===== config.mk =====
export PLATFORM = sky130hd
export DESIGN_NAME = mem_port_arbiter
export DESIGN_NICKNAME = d
export VERILOG_FILES = /design/src/rtl/cpu_pkg.sv /design/src/rtl/mem_arb_watchdog.sv /design/src/rtl/mem_port_arbiter.sv
export SDC_FILE = /design/constraint.sdc
export NUM_CORES = 1
export LEC_CHECK = 0
export ABC_AREA = 1
export CAP_MARGIN = 20
export CORE_UTILIZATION = 36
export CTS_CLUSTER_SIZE = 28
export DETAILED_ROUTE_END_ITERATION = 16
export PLACE_DENSITY_LB_ADDON = 0.3
export RECOVER_POWER = 100
export SLEW_MARGIN = 40
export SYNTH_ARGS = -nofsm -noshare
export SYNTH_HDL_FRONTEND = slang
export SYNTH_SLANG_ARGS = --single-unit

===== constraint.sdc =====
create_clock -name clk -period 2.1 [get_ports clk]
set_input_delay 0.21 -clock clk [delete_from_list [all_inputs] [get_ports clk]]
set_output_delay 0.21 -clock clk [all_outputs]
set_load 0.02 [all_outputs]

===== src/rtl/cpu_pkg.sv =====
// Shared definitions for the core's memory-port arbiter.
//   mem_arb_state_t : arbiter FSM states
//   mem_owner_t     : which requester owns / last owned the memory port
//   *_WIDTH_DEF     : default address / data widths
package cpu_pkg;

    localparam int unsigned ADDR_WIDTH_DEF = 32;
    localparam int unsigned DATA_WIDTH_DEF = 32;

    typedef enum logic [1:0] {
        IDLE       = 2'd0,
        INSTR_BUSY = 2'd1,
        DATA_BUSY  = 2'd2
    } mem_arb_state_t;

    typedef enum logic {
        OWNER_INSTR = 1'b0,
        OWNER_DATA  = 1'b1
    } mem_owner_t;

endpackage


===== src/rtl/mem_arb_watchdog.sv =====
// Transaction watchdog for the memory-port arbiter.
// Counts BUSY cycles that end without mem_done and flags a timeout in the
// BUSY cycle where the count reaches TIMEOUT_CYCLES-1 with no mem_done.
// A mem_done in that same cycle wins, so timeout is suppressed.
//   clk, rst_n : clock, async active-low reset
//   clear_i    : hold counter at zero (asserted while the arbiter is idle)
//   busy_i     : a transaction is outstanding downstream
//   mem_done_i : downstream completion (already qualified by mem_req)
//   timeout_o  : combinational timeout for the current cycle
module mem_arb_watchdog #(
    parameter int unsigned TIMEOUT_CYCLES = 256
) (
    input  logic clk,
    input  logic rst_n,
    input  logic clear_i,
    input  logic busy_i,
    input  logic mem_done_i,
    output logic timeout_o
);

    localparam int unsigned CNT_W = $clog2(TIMEOUT_CYCLES + 1);
    localparam logic [CNT_W-1:0] TERM = CNT_W'(TIMEOUT_CYCLES - 1);

    logic [CNT_W-1:0] cnt_q;
    logic [CNT_W-1:0] cnt_d;

    always_comb begin
        cnt_d = cnt_q;
        if (clear_i) begin
            cnt_d = '0;
        end else if (busy_i && !mem_done_i) begin
            cnt_d = cnt_q + CNT_W'(1);
        end
    end

    always_ff @(posedge clk or negedge rst_n) begin
        if (!rst_n) begin
            cnt_q <= '0;
        end else begin
            cnt_q <= cnt_d;
        end
    end

    assign timeout_o = busy_i && !mem_done_i && (cnt_q == TERM);

endmodule


===== src/rtl/mem_port_arbiter.sv =====
// Shares one memory port between instruction fetch and load/store requests.
// One transaction at a time; the response is routed back to its owner as a
// one-cycle done pulse (with err on watchdog timeout). Instruction responses
// made stale by flush_pipeline are swallowed.
//
// Optional feature: define MEM_PORT_ARBITER_RR_EN for round-robin arbitration
// between simultaneous requests; otherwise data always wins.
//
// Ports:
//   clk, rst_n                        clock, async active-low reset
//   flush_pipeline                    drop in-flight/pending fetch response
//   instruction_*                     fetch request / response
//   data_*                            load/store request / response
//   mem_req, mem_addr, mem_write,
//   mem_wdata, mem_wstrb              registered downstream request
//   mem_rdata, mem_done               downstream response
//
// state      | meaning
// -----------+-------------------------------------------------
// IDLE       | no transaction; arbitrate and capture the winner
// INSTR_BUSY | fetch owns the port, mem_req high
// DATA_BUSY  | load/store owns the port, mem_req high
module mem_port_arbiter
    import cpu_pkg::*;
#(
    parameter int unsigned ADDR_WIDTH     = ADDR_WIDTH_DEF,
    parameter int unsigned DATA_WIDTH     = DATA_WIDTH_DEF,
    parameter int unsigned TIMEOUT_CYCLES = 256
) (
    input  logic                      clk,
    input  logic                      rst_n,
    input  logic                      flush_pipeline,
    input  logic [ADDR_WIDTH-1:0]     instruction_addr,
    input  logic                      instruction_fetch_activate,
    output logic [DATA_WIDTH-1:0]     instruction_data,
    output logic                      instruction_fetch_done,
    output logic                      instruction_fetch_err,
    input  logic [ADDR_WIDTH-1:0]     data_addr,
    input  logic                      data_activate,
    input  logic                      data_write,
    input  logic [DATA_WIDTH-1:0]     data_wdata,
    input  logic [DATA_WIDTH/8-1:0]   data_wstrb,
    output logic [DATA_WIDTH-1:0]     data_rdata,
    output logic                      data_done,
    output logic                      data_err,
    output logic                      mem_req,
    output logic [ADDR_WIDTH-1:0]     mem_addr,
    output logic                      mem_write,
    output logic [DATA_WIDTH-1:0]     mem_wdata,
    output logic [DATA_WIDTH/8-1:0]   mem_wstrb,
    input  logic [DATA_WIDTH-1:0]     mem_rdata,
    input  logic                      mem_done
);

    localparam int unsigned STRB_W = DATA_WIDTH / 8;

    mem_arb_state_t          state_q, state_d;
    logic                    mem_req_q, mem_req_d;
    logic [ADDR_WIDTH-1:0]   addr_q, addr_d;
    logic                    write_q, write_d;
    logic [DATA_WIDTH-1:0]   wdata_q, wdata_d;
    logic [STRB_W-1:0]       wstrb_q, wstrb_d;
    logic                    discard_q, discard_d;

    logic grant_instr;
    logic grant_data;
    logic busy;
    logic done_valid;
    logic timeout;
    logic complete;
    logic instr_quiet;
    logic instr_fin;
    logic data_fin;

`ifdef MEM_PORT_ARBITER_RR_EN
    mem_owner_t last_grant_q, last_grant_d;
`endif

    always_comb begin
        grant_instr = 1'b0;
        grant_data  = 1'b0;
        if (state_q == IDLE) begin
`ifdef MEM_PORT_ARBITER_RR_EN
            if (instruction_fetch_activate && data_activate) begin
                // contended: whoever was not granted last goes next
                grant_data  = (last_grant_q == OWNER_INSTR);
                grant_instr = (last_grant_q == OWNER_DATA);
            end else begin
                grant_data  = data_activate;
                grant_instr = instruction_fetch_activate;
            end
`else
            grant_data  = data_activate;
            grant_instr = instruction_fetch_activate && !data_activate;
`endif
        end
    end

`ifdef MEM_PORT_ARBITER_RR_EN
    always_comb begin
        last_grant_d = last_grant_q;
        if (grant_data) begin
            last_grant_d = OWNER_DATA;
        end else if (grant_instr) begin
            last_grant_d = OWNER_INSTR;
        end
    end

    always_ff @(posedge clk or negedge rst_n) begin
        if (!rst_n) begin
            last_grant_q <= OWNER_INSTR;
        end else begin
            last_grant_q <= last_grant_d;
        end
    end
`endif

    assign busy       = (state_q != IDLE);
    // mem_done only means something while a request is outstanding
    assign done_valid = mem_req_q && mem_done;

    mem_arb_watchdog #(
        .TIMEOUT_CYCLES (TIMEOUT_CYCLES)
    ) u_watchdog (
        .clk        (clk),
        .rst_n      (rst_n),
        .clear_i    (!busy),
        .busy_i     (busy),
        .mem_done_i (done_valid),
        .timeout_o  (timeout)
    );

    assign complete  = busy && (done_valid || timeout);
    assign instr_fin = (state_q == INSTR_BUSY) && complete;
    assign data_fin  = (state_q == DATA_BUSY) && complete;
    // a flush in the completing cycle also makes that response stale
    assign instr_quiet = discard_q || flush_pipeline;

    always_comb begin
        state_d   = state_q;
        mem_req_d = mem_req_q;
        addr_d    = addr_q;
        write_d   = write_q;
        wdata_d   = wdata_q;
        wstrb_d   = wstrb_q;
        discard_d = discard_q;
        case (state_q)
            IDLE: begin
                if (grant_data) begin
                    state_d   = DATA_BUSY;
                    mem_req_d = 1'b1;
                    addr_d    = data_addr;
                    write_d   = data_write;
                    wdata_d   = data_wdata;
                    wstrb_d   = data_wstrb;
                    discard_d = 1'b0;
                end else if (grant_instr) begin
                    state_d   = INSTR_BUSY;
                    mem_req_d = 1'b1;
                    addr_d    = instruction_addr;
                    write_d   = 1'b0;
                    wdata_d   = '0;
                    wstrb_d   = '0;
                    discard_d = flush_pipeline;
                end
            end
            INSTR_BUSY, DATA_BUSY: begin
                if (complete) begin
                    state_d   = IDLE;
                    mem_req_d = 1'b0;
                    discard_d = 1'b0;
                end else if ((state_q == INSTR_BUSY) && flush_pipeline) begin
                    discard_d = 1'b1;
                end
            end
            default: begin
                state_d   = IDLE;
                mem_req_d = 1'b0;
                discard_d = 1'b0;
            end
        endcase
    end

    always_ff @(posedge clk or negedge rst_n) begin
        if (!rst_n) begin
            state_q   <= IDLE;
            mem_req_q <= 1'b0;
            addr_q    <= '0;
            write_q   <= 1'b0;
            wdata_q   <= '0;
            wstrb_q   <= '0;
            discard_q <= 1'b0;
        end else begin
            state_q   <= state_d;
            mem_req_q <= mem_req_d;
            addr_q    <= addr_d;
            write_q   <= write_d;
            wdata_q   <= wdata_d;
            wstrb_q   <= wstrb_d;
            discard_q <= discard_d;
        end
    end

    assign mem_req   = mem_req_q;
    assign mem_addr  = addr_q;
    assign mem_write = write_q;
    assign mem_wdata = wdata_q;
    assign mem_wstrb = wstrb_q;

    assign instruction_fetch_done = instr_fin && !instr_quiet;
    assign instruction_fetch_err  = instruction_fetch_done && timeout;
    assign instruction_data       = (instruction_fetch_done && !timeout) ? mem_rdata : '0;

    assign data_done  = data_fin;
    assign data_err   = data_fin && timeout;
    assign data_rdata = (data_fin && !timeout) ? mem_rdata : '0;

endmodule


* Word-level counts from Yosys, hierarchy flattened
Index checks and enable logic that the tools add are counted.
** Storage, ports and cells
- Register bits after elaboration :: 82
- Latch bits :: 0
- RAM bits :: 0
- ROM bits :: 0
- Input port bits :: 139
- Output and inout port bits :: 138
- Memories kept :: 0
** Operators by class
- $add $sub $neg :: 1
- $mul :: 0
- Divide/modulo/power cells :: 0
- Order comparisons :: 0
- Equality and inequality tests :: 7
- Shift operators :: 0
- Mux-type cells :: 27
- Bitwise gates (word level) :: 0
- Reductions and logical operators :: 26
** Operator list (number)
- two-way mux 32 bit :: 6
- two-way mux 9 bit :: 2
- logical AND 1 bit :: 13
- two-way mux 1 bit :: 11
- adder 9 x 1 -> 9 bit, second input constant :: 1
- equality test 9 x 8 -> 1 bit, second input constant :: 1
- two-way mux 4 bit :: 2
- two-way mux 2 bit :: 3
- != test 3 bit, second input constant :: 2
- AND reduction 2 bit :: 3
- zero test 1 bit :: 4
- one-hot mux 1 bit (2 select lines) :: 2
- one-hot mux 2 bit (2 select lines) :: 1
- nonzero test 2 bit :: 2
- equality test 2 x 1 -> 1 bit, second input constant :: 1
- equality test 2 bit, second input constant :: 1
- zero test 2 bit :: 1
- logical OR 1 bit :: 2
- != test 2 x 1 -> 1 bit, second input constant :: 1
- != test 2 bit, second input constant :: 1
- OR reduction 2 bit :: 1

* Logic depth before layout (Yosys ltp)
Gate-level depths: netlist of the first run.
- Depth in word-level cells :: 10
- Depth in mapped cells :: 11

* Modules after synthesis
From an unflattened synthesis of the first run, not the netlist that was laid out.
** Unflattened totals
- Cell total of the unflattened synthesis :: 474
- Area, all modules :: 4041.4 µm²
** By module, submodules not included
- mem_port_arbiter :: times used 1, cells an instance 408, area each 3539.6 µm²
- mem_arb_watchdog :: times used 1, cells an instance 66, area each 501.7 µm²

* Worst setup path after synthesis of the first run
No wires, ideal clock.
- Path kind :: flip-flop to output port
- Start point :: register u_watchdog.cnt_q[0]
- End point :: output instruction_data[10]
- Data arrival time :: 1923 ps
- Slack :: -33 ps
- Stages on the path, launching flop included :: 10
- Path buffers :: 1
- Cells stage by stage :: dfrtp_1 ha_1 nand3_1 nor4_1 ha_1 o21ai_2 nor2_2 nand2_2 buf_6 nor2_1
** On the way
- Longest elaborated chain between the ends :: 8
** Ends and longest elaborated chain
- from (decl) :: line mem_arb_watchdog.sv:24 : logic [CNT_W-1:0] cnt_q;
- from (signal assigned) :: line mem_arb_watchdog.sv:40 : cnt_q <= cnt_d;
- equality test 9 x 8 -> 1 bit :: line mem_arb_watchdog.sv:44 : assign timeout_o = busy_i && !mem_done_i && (cnt_q == TERM);
- logical AND 1 bit :: line mem_arb_watchdog.sv:44
- logical OR 1 bit :: line mem_port_arbiter.sv:133 : assign complete = busy && (done_valid || timeout);
- logical AND 1 bit :: line mem_port_arbiter.sv:133
- logical AND 1 bit :: line mem_port_arbiter.sv:134 : assign instr_fin = (state_q == INSTR_BUSY) && complete;
- logical AND 1 bit :: line mem_port_arbiter.sv:210 : assign instruction_fetch_done = instr_fin && !instr_quiet;
- net instruction_fetch_done :: line mem_port_arbiter.sv:36 : output logic instruction_fetch_done,
- logical AND 1 bit :: line mem_port_arbiter.sv:212 : assign instruction_data = (instruction_fetch_done && !timeout) ? mem_rdata : '0;
- two-way mux 32 bit :: line mem_port_arbiter.sv:212
- to (decl) :: line mem_port_arbiter.sv:35 : output logic [DATA_WIDTH-1:0] instruction_data,
The timed path passes the listed nets, and every way through them passes these cells.

* Final worst setup path of the first run
- Start point :: register u_watchdog.cnt_q[1]
- End point :: output instruction_data[4]
** On the way
- Longest elaborated chain between the ends :: 8
** Ends and longest elaborated chain (line)
- equality test 9 x 8 -> 1 bit * :: mem_arb_watchdog.sv:44
- logical AND 1 bit * :: mem_arb_watchdog.sv:44
- logical OR 1 bit :: mem_port_arbiter.sv:133
- logical AND 1 bit :: mem_port_arbiter.sv:133
- logical AND 1 bit :: mem_port_arbiter.sv:134
- logical AND 1 bit :: mem_port_arbiter.sv:210
- logical AND 1 bit * :: mem_port_arbiter.sv:212
- two-way mux 32 bit * :: mem_port_arbiter.sv:212
Mark *: on every way between the ends. The rest lies on a longest branch, timed or not.

==> run_results.csv, run 1 <==
group,metric,value,unit
die,core_area,10790,um^2
synth,synth-simple-area-share,19.48,%
synth,seq_area_frac_synth,51.62,%
setup_path,rr_startpoint,"state_q[0]",
detailed_routing,drtPass1Iterations,4,
setup_path,rr_worst_depth,9,
timing,fin_crit,2.421,ns
detailed_routing,vias_per_cell,4.901,
pwr,leakage,0.003568,uW
synth,ys_types,25,
clock_network,root_buffer,"clkbuf_8",
timing,rsz0062_at_grt,"true",
placement,gp_congestion,0.8826,
timing,min_period_over_period,115.3,%
clock_network,cts_num_sinks,82,
pwr,power.total,8564,uW
die,die_w,107.1,um
clock_network,cts_buffers,9,
placement,io_buffers,276,
clock_network,cts_tree,"built",
hold_path,hold_start,"data_addr[30]",
layout,antenna_cells,0,
clock_network,cts_buffer_depth,2,
clock_network,cts-htree-levels,3,
layout,nets,910,
placement,placed_cells,884,
grt,grt_pass1_wl,21920,um
run_status,status,"complete, but fails checks",
synth,synthXorXnorAreaFrac,0,%
synth,syn-num-nets,610,
clock_network,clk_latency,0.37,ns
setup_path,regToRegSetupSlack,0.23,ns
grt,grt_pass1_vias,4426,
timing,finalSetupViolations,35,
detailed_routing,vias,4460,
hold_path,min_path_cells,3,
layout,area_growth,86.43,%
placement,dp_hpwl,10600,um
timing,clock.fmax,413.0,MHz
timing,worst_pin_slew,1.040,ns
setup_path,cp_data_required_time,1.89,ns
grt,track_usage,24.70,%
synth,postSynthCellCount,465,
run_status,violations,"setup timing",
synth,synth_top_family_by_area,"simple AND/OR/NAND/NOR gates",
grt,antenna_found_initial,0,
setup_path,r2r-end,"mem_addr[0]",
die,num_rows,38,
synth,muxShareOfSynthArea,0,%
timing,final-max-slew-violation-count,0,
synth,ys_warn_count,0,
layout,num-fill-cells,823,
setup_path,cp-start-kind,"flip-flop",
synth,yosys.area_share.adder,1.889,%
layout,multiInputGateArea,1779,um^2
grt,grt-ovfl-total,0,
pwr,power_density,1156,nW/um^2
layout,drive_gt1_share,22.60,%
detailed_routing,wl_per_cell,16.01,um
synth,synth.avg_cell_area,8.549,um^2
placement,place_ws,-0.2988,ns
timing,hold_violations,0,
die,die_area,11470,um^2
timing,fin_skew,0.007649,ns
setup_path,arrival,2.21,ns
synth,synth-seq-cells,82,
die,die_h,107.1,um
layout,register_area,2052,um^2
grt,grt_max_degree,44,
job,drv_cap,0,
timing,worst_slack,-0.3213,ns
hold_path,min_to,"mem_addr[30]",
pwr,ir_drop,0.7485,mV
timing,tns,-9.446,ns
die,start_util,36.83,%
detailed_routing,postRouteAntennaNets,0,
timing,holdWs,0.4120,ns
detailed_routing,drt_iter0_markers,218,
timing,relSlewSlack,30.65,%
detailed_routing,routed_wl,14570,um
setup_path,crit_type,"flip-flop to output pin",
hold_path,min_path_type,"input pin to flip-flop",
clock_network,clk_pin_slew,0.08,ns
die,ioPinCount,277,
synth,synthesis.area,3975,um^2
setup_path,end_kind,"output pin",
synth,synth-compound-area-share,17.47,%
setup_path,path_max_fanout,16,
detailed_routing,drc_errors,0,
layout,fin_cells,910,
-- power breakdown --
group          total, uW  switching, uW  internal, uW  leakage [uW]
Sequential          2680            406          2280       0.00104
Clock               1390            599           789      0.000123
Combinational       4490           2520          1970       0.00241
-- synthesized netlist by cell type, drive strengths merged --
cell	instances	area, um^2
nor2	112	422.9
dfrtp	82	2052
o21ai	69	349.1
nand2	63	256.5
inv	47	176.4
a22o	37	324.1
buf	22	180.2
nand3	12	65.06
clkbuf	6	22.52
ha	6	75.07
a21oi	3	15.01
nor3	2	10.01
nand3b	1	7.510
nand4	1	6.260
nor4	1	6.260
o22ai	1	6.260
-- final cells by class --
class / count / share of cell area, %
timing repair buffer: 317 / 40.30
clock buffer: 9 / 1.671
sequential: 82 / 27.69
clock inverter: 7 / 1.587
inverter: 47 / 2.381
tap: 140 / 2.364
multi-input combinational: 308 / 24.01
-- kinds of logic (layout without fill, tap and decap cells) --
group	count (synthesis)	after routing
compound gates	110	110
fa+ha+maj	6	6
buf+inv	75	380
flops	82	82
simple gates	192	192
-- worst max-delay path: stages, from the launching register on --
cell and delay (ns):
dfrtp_1 0.41, ha_4 0.17, nand3_4 0.07, nor4_4 0.17, ha_2 0.24, o21ai_2 0.07, nor2_2 0.17, nand2_4 0.12
buf_16 0.18, nor2_2 0.10, buf_4 0.15
-- flip-flops by register name (all words and copies together), names as in the netlist --
| register | count |
|---|---|
| mem_wstrb | 4 |
| mem_req | 1 |
| mem_write | 1 |
| u_watchdog.cnt_q | 9 |
| mem_addr | 32 |
| mem_wdata | 32 |
| discard_q | 1 |
| state_q | 2 |
-- cell usage in the layout, fill, tap and decap left out, types with 9 or more instances in the layout --
master	count
clkdlybuf4s50_1	141
dfrtp_1	82
nor2_1	79
dlygate4sd3_1	67
nand2_1	57
o21ai_0	46
buf_4	45
inv_1	42
a22o_1	37
buf_2	31
buf_6	23
o21ai_1	22
nor2_4	18
nor2_2	15
nand3_1	9
clkbuf_8	9
-- layer usage --
metal	vias to the layer above	routed length, um	global-route usage (%)
li1	2103	-	-
met3	44	1167	7.477
met1	2091	5235	25.42
met4	0	622	11.74
met2	222	7543	45.39
met5	-	0	0
-- metrics by stage --
stage	cell area [um^2]	util, %
2_1_floorplan	3975	-
3_3_place_gp	7003	64.89
3_5_place_dp	7003	64.89
4_1_cts	7301	67.64
5_1_grt	7411	68.66
6_report	7411	68.66
-- what timing repair did --
item	in CTS	in global routing
gates cloned	1	1
pin swaps	2	3
hold endpoints to repair	40	0
hold buffers	1	0
endpoints found under the setup margin	68	73
buffers inserted	3	6
gates resized for setup	298	96
-- how the worst max path moves through the flow --
stage | to | start | slack [ns] | depth (start not counted)
finish | instruction_data[4] | u_watchdog.cnt_q[1] | -0.32 | 10
global route | instruction_data[4] | u_watchdog.cnt_q[0] | -0.43 | 10
CTS | instruction_data[17] | u_watchdog.cnt_q[0] | -0.26 | 10
detailed placement | instruction_data[17] | u_watchdog.cnt_q[0] | -0.30 | 10
global placement | instruction_data[31] | u_watchdog.cnt_q[0] | -0.22 | 10
floorplan | instruction_data[10] | u_watchdog.cnt_q[0] | -0.03 | 9
No activity file was read; power rests on OpenSTA's default activity.
==> run 2: changes to the inputs <==
Settings changed: RECOVER_POWER 100 to 50.
==> run_results.csv, run 2 (synthesis gave the netlist of run 1 again) <==
group,metric,value,unit
pwr,ir_drop,0.7691,mV
placement,placed_cells,884,
die,ioPinCount,277,
run_status,violations,"setup timing",
timing,hold_violations,0,
timing,rsz0062_at_grt,"true",
timing,final-max-slew-violation-count,0,
clock_network,cts_tree,"built",
placement,dp_hpwl,10600,um
detailed_routing,drc_errors,0,
clock_network,clk_pin_slew,0.08,ns
setup_path,crit_chain,"ha_4 > nand3_4 > nor4_4 > ha_2 > o21ai_2 > nor2_2 > nand2_4 > buf_16 > nor2_2 > buf_4",
detailed_routing,routed_wl,14610,um
layout,multiInputGateArea,1779,um^2
setup_path,crit_path_max_incr_delay,0.41,ns
layout,register_area,2052,um^2
grt,antenna_found_initial,0,
timing,fin_skew,0.007863,ns
pwr,leakage,0.003537,uW
hold_path,hold_start,"data_addr[30]",
detailed_routing,vias,4464,
die,start_util,36.83,%
timing,fin_crit,2.421,ns
grt,grt_max_degree,44,
clock_network,cts_buffers,9,
layout,area_growth,86.43,%
hold_path,min_path_type,"input pin to flip-flop",
layout,nets,910,
detailed_routing,vias_per_cell,4.905,
layout,num-fill-cells,823,
die,die_area,11470,um^2
setup_path,critPathTopFamily,"simple AND/OR/NAND/NOR gates",
pwr,power.total,8657,uW
setup_path,cp-start-kind,"flip-flop",
clock_network,clk_latency,0.37,ns
layout,final_cell_mix,"clkdlybuf4s50_1, dfrtp_1, nor2_1",
timing,clock.fmax,413.0,MHz
grt,grt_pass1_vias,4426,
die,num_rows,38,
layout,fin_cells,910,
setup_path,path_buf_inv,2,
layout,antenna_cells,0,
setup_path,crit_top_cell,"nor2_2",
layout,mostFrequentLayoutCell,"clkdlybuf4s50_1",
setup_path,path_depth,10,
timing,min_period_over_period,115.3,%
clock_network,cts_num_sinks,82,
setup_path,path_max_fanout,16,
die,die_h,107.1,um
hold_path,min_path_cells,3,
placement,place_ws,-0.2988,ns
setup_path,cp_slowest_cell,"dfrtp_1",
clock_network,cts-htree-levels,3,
setup_path,end_kind,"output pin",
die,die_w,107.1,um
run_status,status,"complete, but fails checks",
detailed_routing,postRouteAntennaNets,0,
setup_path,cp-startpoint,"u_watchdog.cnt_q[1]",
clock_network,cts_buffer_depth,2,
setup_path,arrival,2.21,ns
layout,drive_gt1_share,22.60,%
grt,grt_pass1_wl,21920,um
grt,track_usage,24.70,%
setup_path,rr_worst_depth,9,
setup_path,crit_type,"flip-flop to output pin",
timing,relSlewSlack,30.18,%
detailed_routing,wl_per_cell,16.05,um
pwr,power_density,1168,nW/um^2
timing,worst_slack,-0.3210,ns
die,core_area,10790,um^2
placement,gp_congestion,0.8826,
clock_network,root_buffer,"clkbuf_8",
placement,io_buffers,276,
detailed_routing,drtPass1Iterations,4,
job,drv_cap,0,
grt,grt-ovfl-total,0,
timing,worst_pin_slew,1.047,ns
detailed_routing,drt_iter0_markers,210,
setup_path,cp_data_required_time,1.89,ns
setup_path,rr_startpoint,"state_q[0]",
timing,finalSetupViolations,35,
[run 2: changes by cell type in the layout (fill, tap and decap cells not counted)]
| cell | change |
|---|---|
| clkdlybuf4s50_1 | +23 |
| dlygate4sd3_1 | -23 |
[run 2: final cells by class]
cell class | instances | area share [%]
clock buffer | 9 | 1.671
clock inverter | 7 | 1.587
inverter | 47 | 2.381
multi-input combinational | 308 | 24.01
sequential | 82 | 27.69
tap | 140 | 2.364
timing repair buffer | 317 | 40.30
[run 2: per-layer routing]
| layer | wire length, um | track usage (%) | vias to the layer above |
|---|---|---|---|
| met5 | 0 | 0 | - |
| met4 | 620 | 11.74 | 0 |
| met3 | 1130 | 7.477 | 44 |
| met2 | 7587 | 45.39 | 214 |
| met1 | 5267 | 25.42 | 2105 |
| li1 | - | - | 2101 |
[run 2: what timing repair did]
action,4_1_cts,5_1_grt
gates cloned,1,1
endpoints found under the setup margin,68,73
pin swaps,2,3
hold buffers,1,0
resized for setup,298,96
setup buffers,3,6
endpoints found under the hold margin,40,0
[run 2: worst reg2reg max path, cell delays in order, from the launching register on]
cell and delay, ns:
dfrtp_1 0.36, inv_1 0.06, ha_1 0.22, buf_4 0.17, nand2_4 0.20, nand2_4 0.19, inv_2 0.12, buf_4 0.28
nand2_1 0.10, o21ai_0 0.09
[run 2: per-stage QoR]
step | setup TNS, ns | cell area [um^2] | hold slack [ns] | utilization (%)
after floorplan | -1.002 | 3975 | -0.08559 | -
after detailed placement | -9.752 | 7003 | 0.2417 | 64.89
after global routing | -13.37 | 7411 | 0.4136 | 68.66
after CTS | -7.231 | 7301 | 0.3930 | 67.64
final | -9.435 | 7411 | 0.4122 | 68.66
after global placement | -7.596 | 7003 | 0.2342 | 64.89
[run 2: final timing paths]
kind	end	slack, ns
max	instruction_data[4]	-0.32
min	mem_addr[30]	0.41
max reg2reg	mem_addr[0]	0.23
min reg2reg	mem_addr[20]	0.49
max in group asynchronous	mem_addr[10]	0.28
min in group asynchronous	mem_addr[17]	0.57
[run 2: where the power goes]
group | total, uW | switching [uW] | internal, uW
registers | 2700 | 417 | 2280
logic | 4570 | 2530 | 2040
clock network | 1390 | 600 | 789
==> run 3: changes to the inputs <==
Settings changed: CAP_MARGIN 20 to unset.
==> results of run 3 <==
Final layout, timing and power as in run 2 (identical DEF).
